<file path="src/rtl/rom_loader.sv">
`timescale 1ns/1ps
// ---------------------------------------------------------------------------
// rom_loader
//
// Loads an iNES cartridge image from an RS232 byte stream into the 64 KB
// image RAM. Header, PRG and CHR bytes go to consecutive addresses from
// 0x0000, so PRG lands at 0x0010 and CHR at 0x4010. While a load runs the
// CPU is held off the bus.
//
// Only 16 KB PRG / 8 KB CHR mapper-0 (NROM) images are accepted. The header
// is checked byte by byte as it streams past, and every checked byte is
// still written.
//
// Ports
//   clk        system clock
//   rst_n      asynchronous active-low reset
//   prg_ctrl   programming request level; a rising edge starts a load and
//              dropping it mid-load aborts
//   rx_valid   single-cycle strobe, rx_data holds a received byte
//   rx_data    received byte
//   wr_en      image RAM write strobe, one cycle per accepted byte
//   wr_addr    image RAM write address
//   wr_data    image RAM write data
//   cpu_hold   hold the CPU in reset / stall
//   busy       load in progress
//   done       last load completed successfully
//   err_code   0 none, 1 bad magic, 2 unsupported format, 3 aborted,
//              4 timeout
//   checksum   mod-256 sum of every byte accepted in the current load
//   state_dbg  current FSM state, for observation only
//
// Handshake: the receiver offers a byte by raising rx_valid for exactly
// one cycle. There is no ready; a byte offered while the loader is in an
// active state (HDR/PRG/CHR) and prg_ctrl is high is always taken. Bytes
// offered in any other state, or in the cycle of an abort, are dropped.
// Each taken byte produces wr_en on the next cycle, so back-to-back bytes
// give back-to-back writes.
// ---------------------------------------------------------------------------
module rom_loader #(
    parameter int          HDR_BYTES   = 16,
    parameter int          PRG_BYTES   = 16384,
    parameter int          CHR_BYTES   = 8192,
    parameter logic [23:0] TIMEOUT_CYC = 24'd1000000
) (
    input  logic        clk,
    input  logic        rst_n,
    input  logic        prg_ctrl,
    input  logic        rx_valid,
    input  logic [7:0]  rx_data,
    output logic        wr_en,
    output logic [15:0] wr_addr,
    output logic [7:0]  wr_data,
    output logic        cpu_hold,
    output logic        busy,
    output logic        done,
    output logic [2:0]  err_code,
    output logic [7:0]  checksum,
    output logic [2:0]  state_dbg
);

    typedef enum logic [2:0] {
        S_IDLE = 3'd0,
        S_HDR  = 3'd1,
        S_PRG  = 3'd2,
        S_CHR  = 3'd3,
        S_DONE = 3'd4,
        S_ERR  = 3'd5
    } state_t;

    localparam logic [2:0] ERR_NONE    = 3'd0;
    localparam logic [2:0] ERR_MAGIC   = 3'd1;
    localparam logic [2:0] ERR_FORMAT  = 3'd2;
    localparam logic [2:0] ERR_ABORT   = 3'd3;
    localparam logic [2:0] ERR_TIMEOUT = 3'd4;

    // Byte-count values at which each section is complete.
    localparam logic [14:0] HDR_END = 15'(HDR_BYTES);
    localparam logic [14:0] PRG_END = 15'(HDR_BYTES + PRG_BYTES);
    localparam logic [14:0] CHR_END = 15'(HDR_BYTES + PRG_BYTES + CHR_BYTES);

    state_t      r_state;
    logic        r_prg_q;
    logic [14:0] r_cnt;
    logic [23:0] r_tmo;

    logic        w_active;
    logic        w_start;
    logic        w_abort;
    logic        w_timeout;
    logic [14:0] w_cnt_next;
    logic [2:0]  w_hdr_code;

    assign w_active   = (r_state == S_HDR) || (r_state == S_PRG) ||
                        (r_state == S_CHR);
    assign w_start    = prg_ctrl & ~r_prg_q;
    assign w_abort    = w_active & ~prg_ctrl;
    // The counter is about to reach TIMEOUT_CYC on this idle clock.
    assign w_timeout  = w_active & ~rx_valid &
                        (r_tmo == (TIMEOUT_CYC - 24'd1));
    assign w_cnt_next = r_cnt + 15'd1;

    // Header check for the byte at the current index. Only meaningful in
    // S_HDR, where r_cnt is always below 16.
    always_comb begin
        w_hdr_code = ERR_NONE;
        if (r_state == S_HDR) begin
            case (r_cnt[3:0])
                4'd0: if (rx_data != 8'h4E) w_hdr_code = ERR_MAGIC;
                4'd1: if (rx_data != 8'h45) w_hdr_code = ERR_MAGIC;
                4'd2: if (rx_data != 8'h53) w_hdr_code = ERR_MAGIC;
                4'd3: if (rx_data != 8'h1A) w_hdr_code = ERR_MAGIC;
                4'd4: if (rx_data != 8'h01) w_hdr_code = ERR_FORMAT;
                4'd5: if (rx_data != 8'h01) w_hdr_code = ERR_FORMAT;
                4'd6: if (rx_data[7:4] != 4'h0) w_hdr_code = ERR_FORMAT;
                4'd7: if (rx_data[7:4] != 4'h0) w_hdr_code = ERR_FORMAT;
                default: w_hdr_code = ERR_NONE;
            endcase
        end
    end

    always_ff @(posedge clk or negedge rst_n) begin
        if (!rst_n) begin
            r_state  <= S_IDLE;
            // Reset to 1 so a request level held high across reset is not
            // mistaken for a fresh start edge.
            r_prg_q  <= 1'b1;
            r_cnt    <= 15'd0;
            r_tmo    <= 24'd0;
            wr_en    <= 1'b0;
            wr_addr  <= 16'd0;
            wr_data  <= 8'd0;
            cpu_hold <= 1'b0;
            busy     <= 1'b0;
            done     <= 1'b0;
            err_code <= ERR_NONE;
            checksum <= 8'd0;
        end else begin
            r_prg_q <= prg_ctrl;
            wr_en   <= 1'b0;

            case (r_state)
                S_IDLE, S_DONE, S_ERR: begin
                    if (w_start) begin
                        r_state  <= S_HDR;
                        r_cnt    <= 15'd0;
                        r_tmo    <= 24'd0;
                        checksum <= 8'd0;
                        err_code <= ERR_NONE;
                        done     <= 1'b0;
                        busy     <= 1'b1;
                        cpu_hold <= 1'b1;
                    end
                end

                S_HDR, S_PRG, S_CHR: begin
                    if (w_abort) begin
                        // Coincident byte is dropped; cpu_hold stays high.
                        r_state  <= S_ERR;
                        err_code <= ERR_ABORT;
                        busy     <= 1'b0;
                    end else if (w_timeout) begin
                        r_state  <= S_ERR;
                        err_code <= ERR_TIMEOUT;
                        busy     <= 1'b0;
                    end else if (rx_valid) begin
                        // Accept the byte; a failing header byte is still
                        // written and summed before the load stops.
                        wr_en    <= 1'b1;
                        wr_addr  <= {1'b0, r_cnt};
                        wr_data  <= rx_data;
                        r_cnt    <= w_cnt_next;
                        checksum <= checksum + rx_data;
                        r_tmo    <= 24'd0;

                        if (w_hdr_code != ERR_NONE) begin
                            r_state  <= S_ERR;
                            err_code <= w_hdr_code;
                            busy     <= 1'b0;
                        end else if ((r_state == S_HDR) &&
                                     (w_cnt_next == HDR_END)) begin
                            r_state <= S_PRG;
                        end else if ((r_state == S_PRG) &&
                                     (w_cnt_next == PRG_END)) begin
                            r_state <= S_CHR;
                        end else if ((r_state == S_CHR) &&
                                     (w_cnt_next == CHR_END)) begin
                            r_state  <= S_DONE;
                            busy     <= 1'b0;
                            cpu_hold <= 1'b0;
                            done     <= 1'b1;
                            err_code <= ERR_NONE;
                        end
                    end else begin
                        r_tmo <= r_tmo + 24'd1;
                    end
                end

                default: begin
                    r_state <= S_IDLE;
                end
            endcase
        end
    end

    assign state_dbg = r_state;

endmodule
</file>
<file path="config.mk">
export PLATFORM = sky130hd
export DESIGN_NAME = rom_loader
export DESIGN_NICKNAME = d
export VERILOG_FILES = /design/src/rtl/rom_loader.sv
export SDC_FILE = /design/constraint.sdc
export NUM_CORES = 1
export LEC_CHECK = 0
export ABC_AREA = 0
export BUFFER_PORTS_ARGS = -buffer_cell sky130_fd_sc_hd__buf_2
export CORE_MARGIN = 3
export CORE_UTILIZATION = 45
export CTS_BUF_LIST = sky130_fd_sc_hd__clkbuf_8
export CTS_CLUSTER_SIZE = 30
export DETAILED_ROUTE_END_ITERATION = 6
export GPL_TIMING_DRIVEN = 1
export SYNTH_ARGS = -nofsm -noshare
export SYNTH_HDL_FRONTEND = slang
export SYNTH_SLANG_ARGS = --single-unit
</file>
<file path="constraint.sdc">
create_clock -name clk -period 3.6 [get_ports clk]
set_input_delay 0.36 -clock clk [delete_from_list [all_inputs] [get_ports clk]]
set_output_delay 0.36 -clock clk [all_outputs]
set_load 0.1 [all_outputs]
</file>
==> impl_metrics.toml <==
[timing]
fin_setup_tns_ns = 0
setup_viol_count_final = 0
min_period_ns = 2.989
finalHoldViolations = 0
slew_viol_final = 0
fin_crit_sh_pct = 83.03
fin_skew_ns = 0.01132
maxSlewHeadroom_pct = 29.25
tightest_slew_ns = 1.060
rsz0062_at_grt = "false"
max_freq_ghz = 0.3346

[floorplan]
core_um2 = 9910
die_w_um = 107.7
num_rows = 36
initial_core_util_pct = 46.96
ioPinCount = 54
die_h_um = 107.7
die_area_um2 = 11600

[worst_setup_path]
worstPathRequired_ns = 3.83
critPathMaxStageDelay_ns = 0.76
cp-end-kind = "register"
r2r_start = "r_cnt[2]$_DFFE_PN0P_"
critPathArrivalTime_ns = 3.22
rrSetupSlack_ns = 0.61
cp-start-kind = "register"
r2r_end = "err_code[1]$_DFFE_PN0P_"
crit_slowest_cell = "nor4_1"
critical_path_class = "register to register"
startpoint = "r_cnt[2]$_DFFE_PN0P_"
rr_worst_depth = 7
crit_fanout = 16
path_cells = "nand3_1 -> nor4_1 -> or2_1 -> nand4_1 -> nor3_1 -> o31a_4 -> mux2_4"

[global_route]
grt_first_pass_wirelength_mm = 18.68
grt_max_degree = 82
grt_antenna_before_repair = 0
grt.total_usage_pct = 19.99
grt-ovfl-total = 0
grt_pass1_vias = 3813

[synthesis]
synth_nets = 566
yosysWarnings = 0
synth-edff-count = 0
synth_top_area_share_pct = 43.02
synth_flop_cell = "dfrtp_1"
syn_inst = 540
async_flop_share_pct = 100.0
synth.avg_cell_area_um2 = 8.617
synth-seq-cells = 81
synth_area_leaders = "dfrtp_1 (43%), nand2_1 (8.3%), o21ai_0 (7.3%), nor2_1 (3.8%), ha_1 (3.5%)"
ys_types = 69
synthesis.area_um2 = 4653
yosysTopAreaCell = "dfrtp_1"
seq_area_frac_synth_pct = 43.59

[clock_tree]
cts_inserted_buffers = 9
cts_num_sinks = 81
hold_buffers = 0
clock_path_buffers = 2
h-tree-depth = 3
post_cts_buffers = 0
cts_resized = 0
clkTransAtPathRegs_ns = 0.08
clockRootBuffer = "clkbuf_8"
clkLatencyLatePin_ns = 0.36
cts_tree = "done"

[cells_and_area]
diodes = 0
area_growth_syn_to_layout_pct = 11.83
nNetsFinal = 605
final_common_cell = "nand2_1"
fin_cells = 717
utilization_pct = 52.51
final_cell_mix = "nand2_1 (103), dfrtp_1 (80), o21ai_0 (68)"
layout-drive-gt1-share_pct = 15.58
design_area_um2 = 5204

[power]
ir_drop_mv = 0.5265
p_leak_nw = 2.427
total_power_mw = 3.763
p_per_area_nw_per_um2 = 723.2

[run_status]
status = "finished clean"

[routing]
drtIter0Drc = 140
routed_wirelength_mm = 10.86
wl_per_cell_um = 15.15
viasPerCell = 5.466
dr.pass1.iters = 4
route.detailed.drc = 0
dr_total_vias = 3919
final_antenna_net_count = 0

[hold_path]
hp-class = "input pin to asynchronous set/reset pin"

[placed_design]
gp_congestion = 0.8193
dp.cells = 701
hpwl_mm = 7.553
portBuffers = 52
place_area_um2 = 4992

[run]
maxCapViolCount = 0
cell usage after synthesis, drive strengths merged, types with 5 or more instances:
library cell	n
xor2	10
nand2	103
buf	11
xnor2	6
nor4	7
nor2	48
a21oi	19
o31ai	9
nand4	15
nand2b	9
o21ai	70
clkbuf	19
nand3	14
a22o	5
ha	13
inv	18
and3	5
nor3	13
dfrtp	80
sequential cells by signal, indices dropped and copies added, names as in the netlist:
| register | flops |
|---|---|
| busy | 1 |
| checksum | 8 |
| cpu_hold | 1 |
| done | 1 |
| err_code | 3 |
| r_cnt | 15 |
| r_prg_q | 1 |
| r_tmo | 24 |
| state_dbg | 3 |
| wr_addr | 15 |
| wr_data | 8 |
| wr_en | 1 |
routing by layer:
metal / share of wire (%) / vias up / GRT usage [%]
li1: - / 1970 / -
met5: 0 / - / 0
met3: 3.7 / 6 / 3.599
met1: 51 / 1875 / 29.24
met2: 45 / 68 / 30.64
met4: 0.75 / 0 / 5.140
metrics by stage:
step / setup WS (ns) / hold WS [ns]
floorplan: 0.6467 / 0.06441
global placement: 0.7450 / 0.4525
detailed placement: 0.7011 / 0.4578
CTS: 0.6489 / 0.1761
global route: 0.4246 / 0.1882
finish: 0.6111 / 0.1857
how the worst max path moves through the flow:
stage	endpoint	slack, ns	cells past startpoint
final	err_code[1]$_DFFE_PN0P_	0.61	7
after global placement	err_code[1]$_DFFE_PN0P_	0.75	8
after CTS	err_code[1]$_DFFE_PN0P_	0.65	7
after global routing	err_code[1]$_DFFE_PN0P_	0.42	7
after floorplan	err_code[0]$_DFFE_PN0P_	0.65	9
after detailed placement	err_code[1]$_DFFE_PN0P_	0.70	8
worst max-delay path, delay by kind of cell (launching register included):
| kind | cells | cell delay (ns) |
|---|---|---|
| AO/OA/AOI/OAI | 1 | 0.22 |
| flip-flops | 1 | 0.58 |
| multiplexers | 1 | 0.30 |
| AND/OR/NAND/NOR | 5 | 1.77 |
report_power, final:
part	switching, mW	internal, mW	total [mW]	leakage [nW]
clock network	0.344	0.385	0.728	0.108
logic	1.43	0.427	1.86	1.23
registers	0.129	1.05	1.18	1.09
total	1.90	1.86	3.76	2.43
kinds of logic after synthesis:
logic type,after synthesis,synth area share [%]
compound gates,130,17.18
xor+xnor,16,3.011
simple gates,245,26.43
buf+inv,48,4.463
other cells,1,0.08059
flops,81,43.59
fa+ha+maj,14,3.926
mux,5,1.318
final cells by class:
type                            count  area (um^2)
Fill cell                         954         4706
Multi-Input combinational cell    411         2422
Sequential cell                    81         2028
Timing Repair Buffer               58        307.8
Tap cell                          133        166.4
Clock buffer                        9        123.9
Clock inverter                      7        87.58
Inverter                           18        67.56
Power figures use the tool's default switching activity.
